[config.mk]
export PLATFORM = sky130hd
export DESIGN_NAME = pe_opsum_arbiter
export DESIGN_NICKNAME = d
export VERILOG_FILES = /design/src/rtl/pe_opsum_arbiter.sv
export SDC_FILE = /design/constraint.sdc
export NUM_CORES = 1
export LEC_CHECK = 0
export ABC_AREA = 1
export CAP_MARGIN = 20
export CORE_ASPECT_RATIO = 1.4
export CORE_UTILIZATION = 35
export CTS_CLUSTER_DIAMETER = 50
export DETAILED_ROUTE_END_ITERATION = 6
export DONT_BUFFER_PORTS = 1
export REMOVE_ABC_BUFFERS = 1
export SLEW_MARGIN = 20
export SYNTH_ARGS = -nofsm -noshare
export SYNTH_HDL_FRONTEND = slang
export SYNTH_SLANG_ARGS = --single-unit
[constraint.sdc]
create_clock -name clk -period 4.45 [get_ports clk]
set_clock_uncertainty 0.2 [all_clocks]
set_input_delay 0.89 -clock clk [delete_from_list [all_inputs] [get_ports clk]]
set_output_delay 0.89 -clock clk [all_outputs]
set_load 0.01 [all_outputs]
[src/rtl/pe_opsum_arbiter.sv]
`default_nettype none
// +----------------------------------------------------------------------------+
// | pe_opsum_arbiter: round-robin merge of NUM_PE opsum streams into one GLB   |
// | write port through a 2-entry FIFO, with per-pass word counting.            |
// | Revision: 1.0                                                              |
// +----------------------------------------------------------------------------+
module pe_opsum_arbiter #(
    parameter int NUM_PE         = 4,
    parameter int PSUM_DATA_SIZE = 8,
    parameter int ID_BIT         = 2,
    parameter int CNT_BIT        = 16
) (
    input  logic                                  clk,
    input  logic                                  rst,
    input  logic                                  enable,
    input  logic [NUM_PE*(PSUM_DATA_SIZE+1)-1:0]  pe_opsum_in,
    output logic [NUM_PE-1:0]                     pe_opsum_ready,
    input  logic [CNT_BIT-1:0]                    pass_len,
    output logic [PSUM_DATA_SIZE:0]               glb_opsum_out,
    output logic [ID_BIT-1:0]                     glb_opsum_id,
    input  logic                                  glb_ready,
    output logic                                  pass_done,
    output logic                                  busy
);

    localparam int W = PSUM_DATA_SIZE + 1;

    logic [NUM_PE-1:0]         pe_en;
    logic [PSUM_DATA_SIZE-1:0] pe_data [NUM_PE];

    generate
        for (genvar i = 0; i < NUM_PE; i++) begin : g_unpack
            assign pe_en[i]   = pe_opsum_in[i*W + PSUM_DATA_SIZE];
            assign pe_data[i] = pe_opsum_in[i*W +: PSUM_DATA_SIZE];
        end
    endgenerate

    logic [ID_BIT-1:0]         rr_ptr;
    logic [ID_BIT-1:0]         grant;
    logic                      grant_vld;
    logic [PSUM_DATA_SIZE-1:0] grant_data;
    logic [2*NUM_PE-1:0]       rot;

    // Rotate the doubled enable vector so bit k is PE (rr_ptr+k) mod NUM_PE;
    // the lowest set bit is the next PE in round-robin order.
    always_comb begin
        int off;
        int sum;
        off        = 0;
        sum        = 0;
        grant      = '0;
        grant_vld  = 1'b0;
        grant_data = '0;
        rot        = {pe_en, pe_en} >> rr_ptr;
        for (int k = NUM_PE - 1; k >= 0; k--) begin
            if (rot[k]) begin
                grant_vld = 1'b1;
                off       = k;
            end
        end
        sum = int'(rr_ptr) + off;
        if (sum >= NUM_PE) begin
            sum = sum - NUM_PE;
        end
        grant = ID_BIT'(sum);
        for (int i = 0; i < NUM_PE; i++) begin
            if (i == sum) begin
                grant_data = pe_data[i];
            end
        end
    end

    logic [1:0]                count;
    logic                      wr_ptr;
    logic                      rd_ptr;
    logic [PSUM_DATA_SIZE-1:0] fifo_data [2];
    logic [ID_BIT-1:0]         fifo_id   [2];
    logic [CNT_BIT-1:0]        xfer_cnt;
    logic                      push;
    logic                      pop;
    logic [NUM_PE-1:0]         one_hot;

    assign one_hot = {{(NUM_PE-1){1'b0}}, 1'b1} << grant;

    // rst gates ready directly so PEs see it drop the instant reset asserts.
    assign pe_opsum_ready = (!rst && enable && (count != 2'd2) && grant_vld)
                            ? one_hot : '0;

    assign push = |pe_opsum_ready;
    assign pop  = (count != 2'd0) && glb_ready;

    assign glb_opsum_out = {(count != 2'd0), fifo_data[rd_ptr]};
    assign glb_opsum_id  = fifo_id[rd_ptr];
    assign busy          = (count != 2'd0) | (|pe_en);

    always_ff @(posedge clk or posedge rst) begin
        if (rst) begin
            count        <= 2'd0;
            wr_ptr       <= 1'b0;
            rd_ptr       <= 1'b0;
            rr_ptr       <= '0;
            fifo_data[0] <= '0;
            fifo_data[1] <= '0;
            fifo_id[0]   <= '0;
            fifo_id[1]   <= '0;
        end else begin
            if (push) begin
                fifo_data[wr_ptr] <= grant_data;
                fifo_id[wr_ptr]   <= grant;
                wr_ptr            <= ~wr_ptr;
                rr_ptr            <= (int'(grant) == NUM_PE - 1) ? '0 : grant + 1'b1;
            end
            if (pop) begin
                rd_ptr <= ~rd_ptr;
            end
            if (push && !pop) begin
                count <= count + 2'd1;
            end else if (pop && !push) begin
                count <= count - 2'd1;
            end
        end
    end

    always_ff @(posedge clk or posedge rst) begin
        if (rst) begin
            xfer_cnt  <= '0;
            pass_done <= 1'b0;
        end else begin
            pass_done <= 1'b0;
            if (pop) begin
                if (pass_len == '0) begin
                    xfer_cnt <= '0;
                end else if (xfer_cnt == pass_len - 1'b1) begin
                    xfer_cnt  <= '0;
                    pass_done <= 1'b1;
                end else begin
                    xfer_cnt <= xfer_cnt + 1'b1;
                end
            end
        end
    end

endmodule
`default_nettype wire
# After elaboration in Yosys (flattened, before gate mapping)
# Index checks and enable logic that the tools add are counted.
[classes] addsub=7 n_lt_le_gt_ge=4 eq_ne=6 shifts=2 mux=34 bitwise_logic=5 reduce_logical=16
[ops] cell="32-bit two-way mux" count=4
[ops] cell="3-bit by 32-bit equality test with 1-bit output, first input constant" count=2
[ops] cell="8-bit two-way mux" count=8
[ops] cell="3-bit by 32-bit adder with 32-bit output" count=1
[ops] cell="2-bit by 32-bit equality test with 1-bit output, first input constant" count=1
[ops] cell="32-bit by 4-bit greater-or-equal comparator with 1-bit output, second input constant" count=1
[ops] cell="32-bit zero test" count=1
[ops] cell="16-bit two-way mux" count=2
[ops] cell="32-bit by 4-bit subtractor with 32-bit output, second input constant" count=1
[ops] cell="16-bit by 1-bit adder with 16-bit output, second input constant" count=1
[ops] cell="16-bit bitwise mux" count=1
[ops] cell="16-bit equality test" count=1
[ops] cell="16-bit zero test" count=1
[ops] cell="2-bit two-way mux" count=8
[ops] cell="16-bit by 1-bit subtractor with 16-bit output, second input constant" count=1
[ops] cell="8-bit demux with 1-bit select" count=1
[ops] cell="4-bit OR reduction" count=2
[ops] cell="8-bit by 2-bit right shift with 4-bit output" count=1
[ops] cell="1-bit logical AND" count=7
[ops] cell="1-bit two-way mux" count=7
[ops] cell="2-bit by 1-bit adder with 2-bit output, second input constant" count=2
[ops] cell="4-bit bitwise mux" count=1
[ops] cell="2-bit greater-or-equal comparator, second input constant" count=2
[ops] cell="4-bit two-way mux" count=1
[ops] cell="other kinds (11)" count=16
[totals] reg_bits=43 word_cells=84

# Depth between registers and ports, before layout
[depth] depth_word=15 ltp_mapped=26

# Worst setup path before layout
# No wires, ideal clock.
[synth_path] path_type="input -> register" from="in pe_opsum_in[8]" to="reg count[1]" arrival_ns=3.782 t_required_ns=4.119 setup_slack_ns=0.337 path_stages=25 n_path_buf=3 path_cell_list="nand2_1 -> nand2_1 -> nand2_1 -> nand2_1 -> nand2_1 -> a21boi_0 -> ha_1 -> xor2_1 -> nand3b_1 -> nand2_2 -> buf_4 -> inv_1 -> ha_1 -> clkbuf_1 -> inv_1 -> nor2_1 -> nor2_1 -> nand2_1 -> inv_1 -> nand2_4 -> buf_6 -> ha_1 -> a21oi_1 -> o21ai_0 -> xor2_1"
[synth_via] elab_chain_len=14 elab_cells_between_ends=22 cone_classes="add/sub: 2; order compare: 1; shift: 2; mux: 11; reduce/logical: 6"
[synth_rtl] item="from (decl)" line="16" rtl="input logic [NUM_PE*(PSUM_DATA_SIZE+1)-1:0] pe_opsum_in,"
[synth_rtl] item="8-bit by 2-bit right shift with 4-bit output *" line="54" rtl="rot = {pe_en, pe_en} >> rr_ptr;"
[synth_rtl] item="2-bit two-way mux" line="56" rtl="if (rot[k]) begin"
[synth_rtl] item="32-bit two-way mux (2 in series)" line="56"
[synth_rtl] item="32-bit two-way mux *" line="56"
[synth_rtl] item="3-bit by 32-bit adder with 32-bit output *" line="61" rtl="sum = int'(rr_ptr) + off;"
[synth_rtl] item="32-bit by 4-bit subtractor with 32-bit output or 32-bit by 4-bit greater-or-equal comparator with 1-bit output (tied branches)" line="63, 62"
[synth_rtl] item="32-bit two-way mux *" line="62" rtl="if (sum >= NUM_PE) begin"
[synth_rtl] item="via grant[1]" line="39" rtl="logic [ID_BIT-1:0] grant;"
[synth_rtl] item="1-bit by 2-bit left shift with 4-bit output *" line="83" rtl="assign one_hot = {{(NUM_PE-1){1'b0}}, 1'b1} << grant;"
[synth_rtl] item="4-bit two-way mux *" line="87" rtl="? one_hot : '0;"
[synth_rtl] item="via pe_opsum_ready[1]" line="17" rtl="output logic [NUM_PE-1:0] pe_opsum_ready,"
[synth_rtl] item="4-bit OR reduction *" line="89" rtl="assign push = |pe_opsum_ready;"
[synth_rtl] item="via push" line="79" rtl="logic push;"
[synth_rtl] item="1-bit zero test" line="118" rtl="end else if (pop && !push) begin"
[synth_rtl] item="1-bit logical AND" line="118"
[synth_rtl] item="2-bit nonzero test (no line)"
[synth_rtl] item="to (signal assigned)" line="117" rtl="count <= count + 2'd1;"
[synth_rtl] item="to (signal assigned)" line="119" rtl="count <= count - 2'd1;"
[synth_rtl] item="to (decl)" line="73" rtl="logic [1:0] count;"
# The timed path passes the listed nets; every way through them passes the cells marked *.
# A chain may end at the register's enable or synchronous reset.

# Final worst setup path
[layout_path] from="in pe_opsum_in[8]" to="out pe_opsum_ready[1]"
[layout_via] elab_chain_len=10 elab_cells_between_ends=16 cone_classes="add/sub: 2; order compare: 1; shift: 2; mux: 10; reduce/logical: 1"
[layout_rtl] item="8-bit by 2-bit right shift with 4-bit output *" line="54"
[layout_rtl] item="2-bit two-way mux" line="56"
[layout_rtl] item="32-bit two-way mux (3 in series)" line="56"
[layout_rtl] item="3-bit by 32-bit adder with 32-bit output" line="61"
[layout_rtl] item="32-bit by 4-bit subtractor with 32-bit output or 32-bit by 4-bit greater-or-equal comparator with 1-bit output (tied branches)" line="63, 62"
[layout_rtl] item="32-bit two-way mux" line="62"
[layout_rtl] item="1-bit by 2-bit left shift with 4-bit output" line="83"
[layout_rtl] item="4-bit two-way mux *" line="87"
[layout_rtl] item="to (decl)" line="17"
# Every way passes the cells marked *; elsewhere a longest branch is shown, timed or not.

==> results.cfg <==
[sta]
period_needed_ns = 3.83
finalCritPeriodShare = 0.861
worstMarginPinSlew_ns = 0.565
setup_viol_count_final = 0
fin_ws_ns = 0.618
rsz0062_at_grt = false
hold_viol = 0
tns_ns = 0
whs_ns = 0.267
maxSlewViolCount = 0
slew_headroom = 0.623
fmax_mhz = 261

[route]
vias = 3166
routedWlPerCell_um = 12.2
drc = 0
dr.pass1.iters = 4
routed_wl_mm = 7.96
viasPerCell = 4.85
ant_nets = 0
drt_iter0_drc = 105

[die]
rows = 42
ios = 73
dieArea_sq_mm = 0.0104
die_h_um = 120
initial_core_util = 0.365
die_x_um = 86.4
core-area_sq_mm = 0.00956

[yosys]
syn-cell-area_sq_mm = 0.00349
synth-warning-count = 0
ys.flop_type = dfrtp_1
ys_ff_latch = 43
syn_inst = 523
ys_async_sr_fraction = 1.00
synth_edf_count = 0
syn_avg_cell_area_sq_um = 6.68
synth_cell_types = 37
seq_area_frac_synth = 0.308

[final_layout]
area_growth_pct = 7.49
final_cell_area_sq_mm = 0.00375
layout.area.seq_sq_mm = 0.00108
drive_gt1_frac = 0.106
fin_util = 0.393
fin_nets = 583
num_antenna_cells = 0
layout.cells.non_filler = 653
multi_input_area_sq_mm = 0.00210
n_fill_cell = 1021

[placed_design]
routabilityCongestion = 0.861
io_buffers = 0
place_inst = 645
pre_cts_slack_ns = 0.400
place_area_sq_mm = 0.00360
dp_hpwl_mm = 6.26

[clocking]
clk_pin_slew_ns = 0.06
cts_max_path_buffers = 2
cts_setup_buffers = 0
cts.repair.resized = 0
root_buffer = clkbuf_16
htreeDepth = 2
cts.sinks = 43
tritoncts = done
cts_hold_buf = 0
cts_buffers = 5
worstSkewPairLatency_ns = 0.28

[setup_path]
crit_arrival_ns = 2.74
startpoint_type = primary input
worstSetupPathType = primary input to output port
cp_max_fo = 14
r2r_slack_ns = 0.68
end_kind = output port
cp.required_ns = 3.36

[pwr]
switching_share = 0.501
p_leak_nw = 1.86
switchingPower_mw = 1.28
p_per_area_mw_per_mm2 = 683
total_power_mw = 2.56
seqPwrFrac = 0.251
internal_power_mw = 1.28
p_comb_frac = 0.602
clkPwrFrac = 0.147
peakVddDrop_mv = 0.628

[global_route]
grt_overflow_total = 0
grt_pass1_wl_mm = 13.8
grt_pass1_vias = 3113
grt_max_degree = 44
grt_usage = 0.165
antenna_found_initial = 0

[worst_hold_path]
hp-class = register to register

[outcome]
outcome = finished, final reports clean

[flow_run]
drv_cap = 0
placed cells by master (no fill, tap or decap), types with 9 or more instances in the layout:
| cell | instances |
|---|---|
| inv_1 | 53 |
| nor2_1 | 43 |
| o21ai_2 | 9 |
| nand2_1 | 181 |
| dfrtp_1 | 43 |
| nand4_1 | 9 |
| o21ai_0 | 23 |
| xor2_1 | 14 |
| nand3_1 | 57 |
| mux2_2 | 10 |
synthesized netlist by cell type, drive strengths merged, types with 7 or more instances:
master  instances  share of area
a22oi           8          0.017
clkbuf         10          0.011
dfrtp          43           0.31
ha              7          0.025
inv            56          0.060
mux2           10          0.032
nand2         189           0.21
nand3          57          0.082
nand4           9          0.016
nor2           50          0.060
nor3            7          0.011
o21ai          33          0.057
xnor2           8          0.020
xor2           14          0.035
flip-flops by register name, summed over array words and instances (netlist names):
register	flops
fifo_data	16
xfer_cnt	16
fifo_id	4
count	2
rr_ptr	2
pass_done	1
rd_ptr	1
wr_ptr	1
area by class of cell:
cell class,count,share of cell area
multi-input combinational,407,0.559
tap,132,0.0440
sequential,43,0.287
clock inverter,2,0.00433
clock buffer,6,0.0370
timing repair buffer,6,0.0120
inverter,57,0.0570
power by group through the flow:
| stage | sequential (mW) | clock, mW | combinational [mW] |
|---|---|---|---|
| 2_1_floorplan | 0.615 | 0 | 1.21 |
| 5_1_grt | 0.665 | 0.405 | 1.78 |
| 3_5_place_dp | 0.650 | 0 | 1.56 |
| 4_1_cts | 0.644 | 0.388 | 1.56 |
| 3_3_place_gp | 0.645 | 0 | 1.51 |
| 6_report | 0.643 | 0.378 | 1.54 |
routing by layer:
| layer | global-route usage | vias up | share of wire |
|---|---|---|---|
| met5 | 0 | - | 0 |
| met4 | 0.0500 | 0 | 0.020 |
| met3 | 0.0334 | 15 | 0.052 |
| met2 | 0.313 | 87 | 0.51 |
| met1 | 0.181 | 1398 | 0.42 |
| li1 | - | 1666 | - |
worst paths after layout:
check / start / endpoint / cells after the start
max reg2reg: rr_ptr[0] / count[1] / 23
min reg2reg: fifo_data[4] / fifo_data[4] / 2
min in group asynchronous: rst / xfer_cnt[2] / 2
max: pe_opsum_in[8] / pe_opsum_ready[1] / 14
max in group asynchronous: rst / xfer_cnt[15] / 2
min: fifo_data[4] / fifo_data[4] / 2
cells by family after synthesis:
logic type | after synthesis | synth area share
XOR/XNOR | 22 | 0.0552
multiplexers | 10 | 0.0322
AND/OR/NAND/NOR | 319 | 0.399
adder cells (fa/ha/maj) | 7 | 0.0251
AO/OA/AOI/OAI | 49 | 0.0892
flip-flops | 43 | 0.308
buffers and inverters | 73 | 0.0910
worst max-delay path, cell delays in order:
cell and delay [ns]:
nand2_1 0.05, nand2_1 0.08, nand2_1 0.08, nand2_1 0.07
nand2_1 0.04, a21boi_0 0.17, ha_1 0.19, xor2_1 0.18
nand3b_1 0.17, nand2_2 0.21, inv_1 0.14, ha_1 0.18
inv_1 0.05, nor2_1 0.23
(Power assumes the default switching activity.)
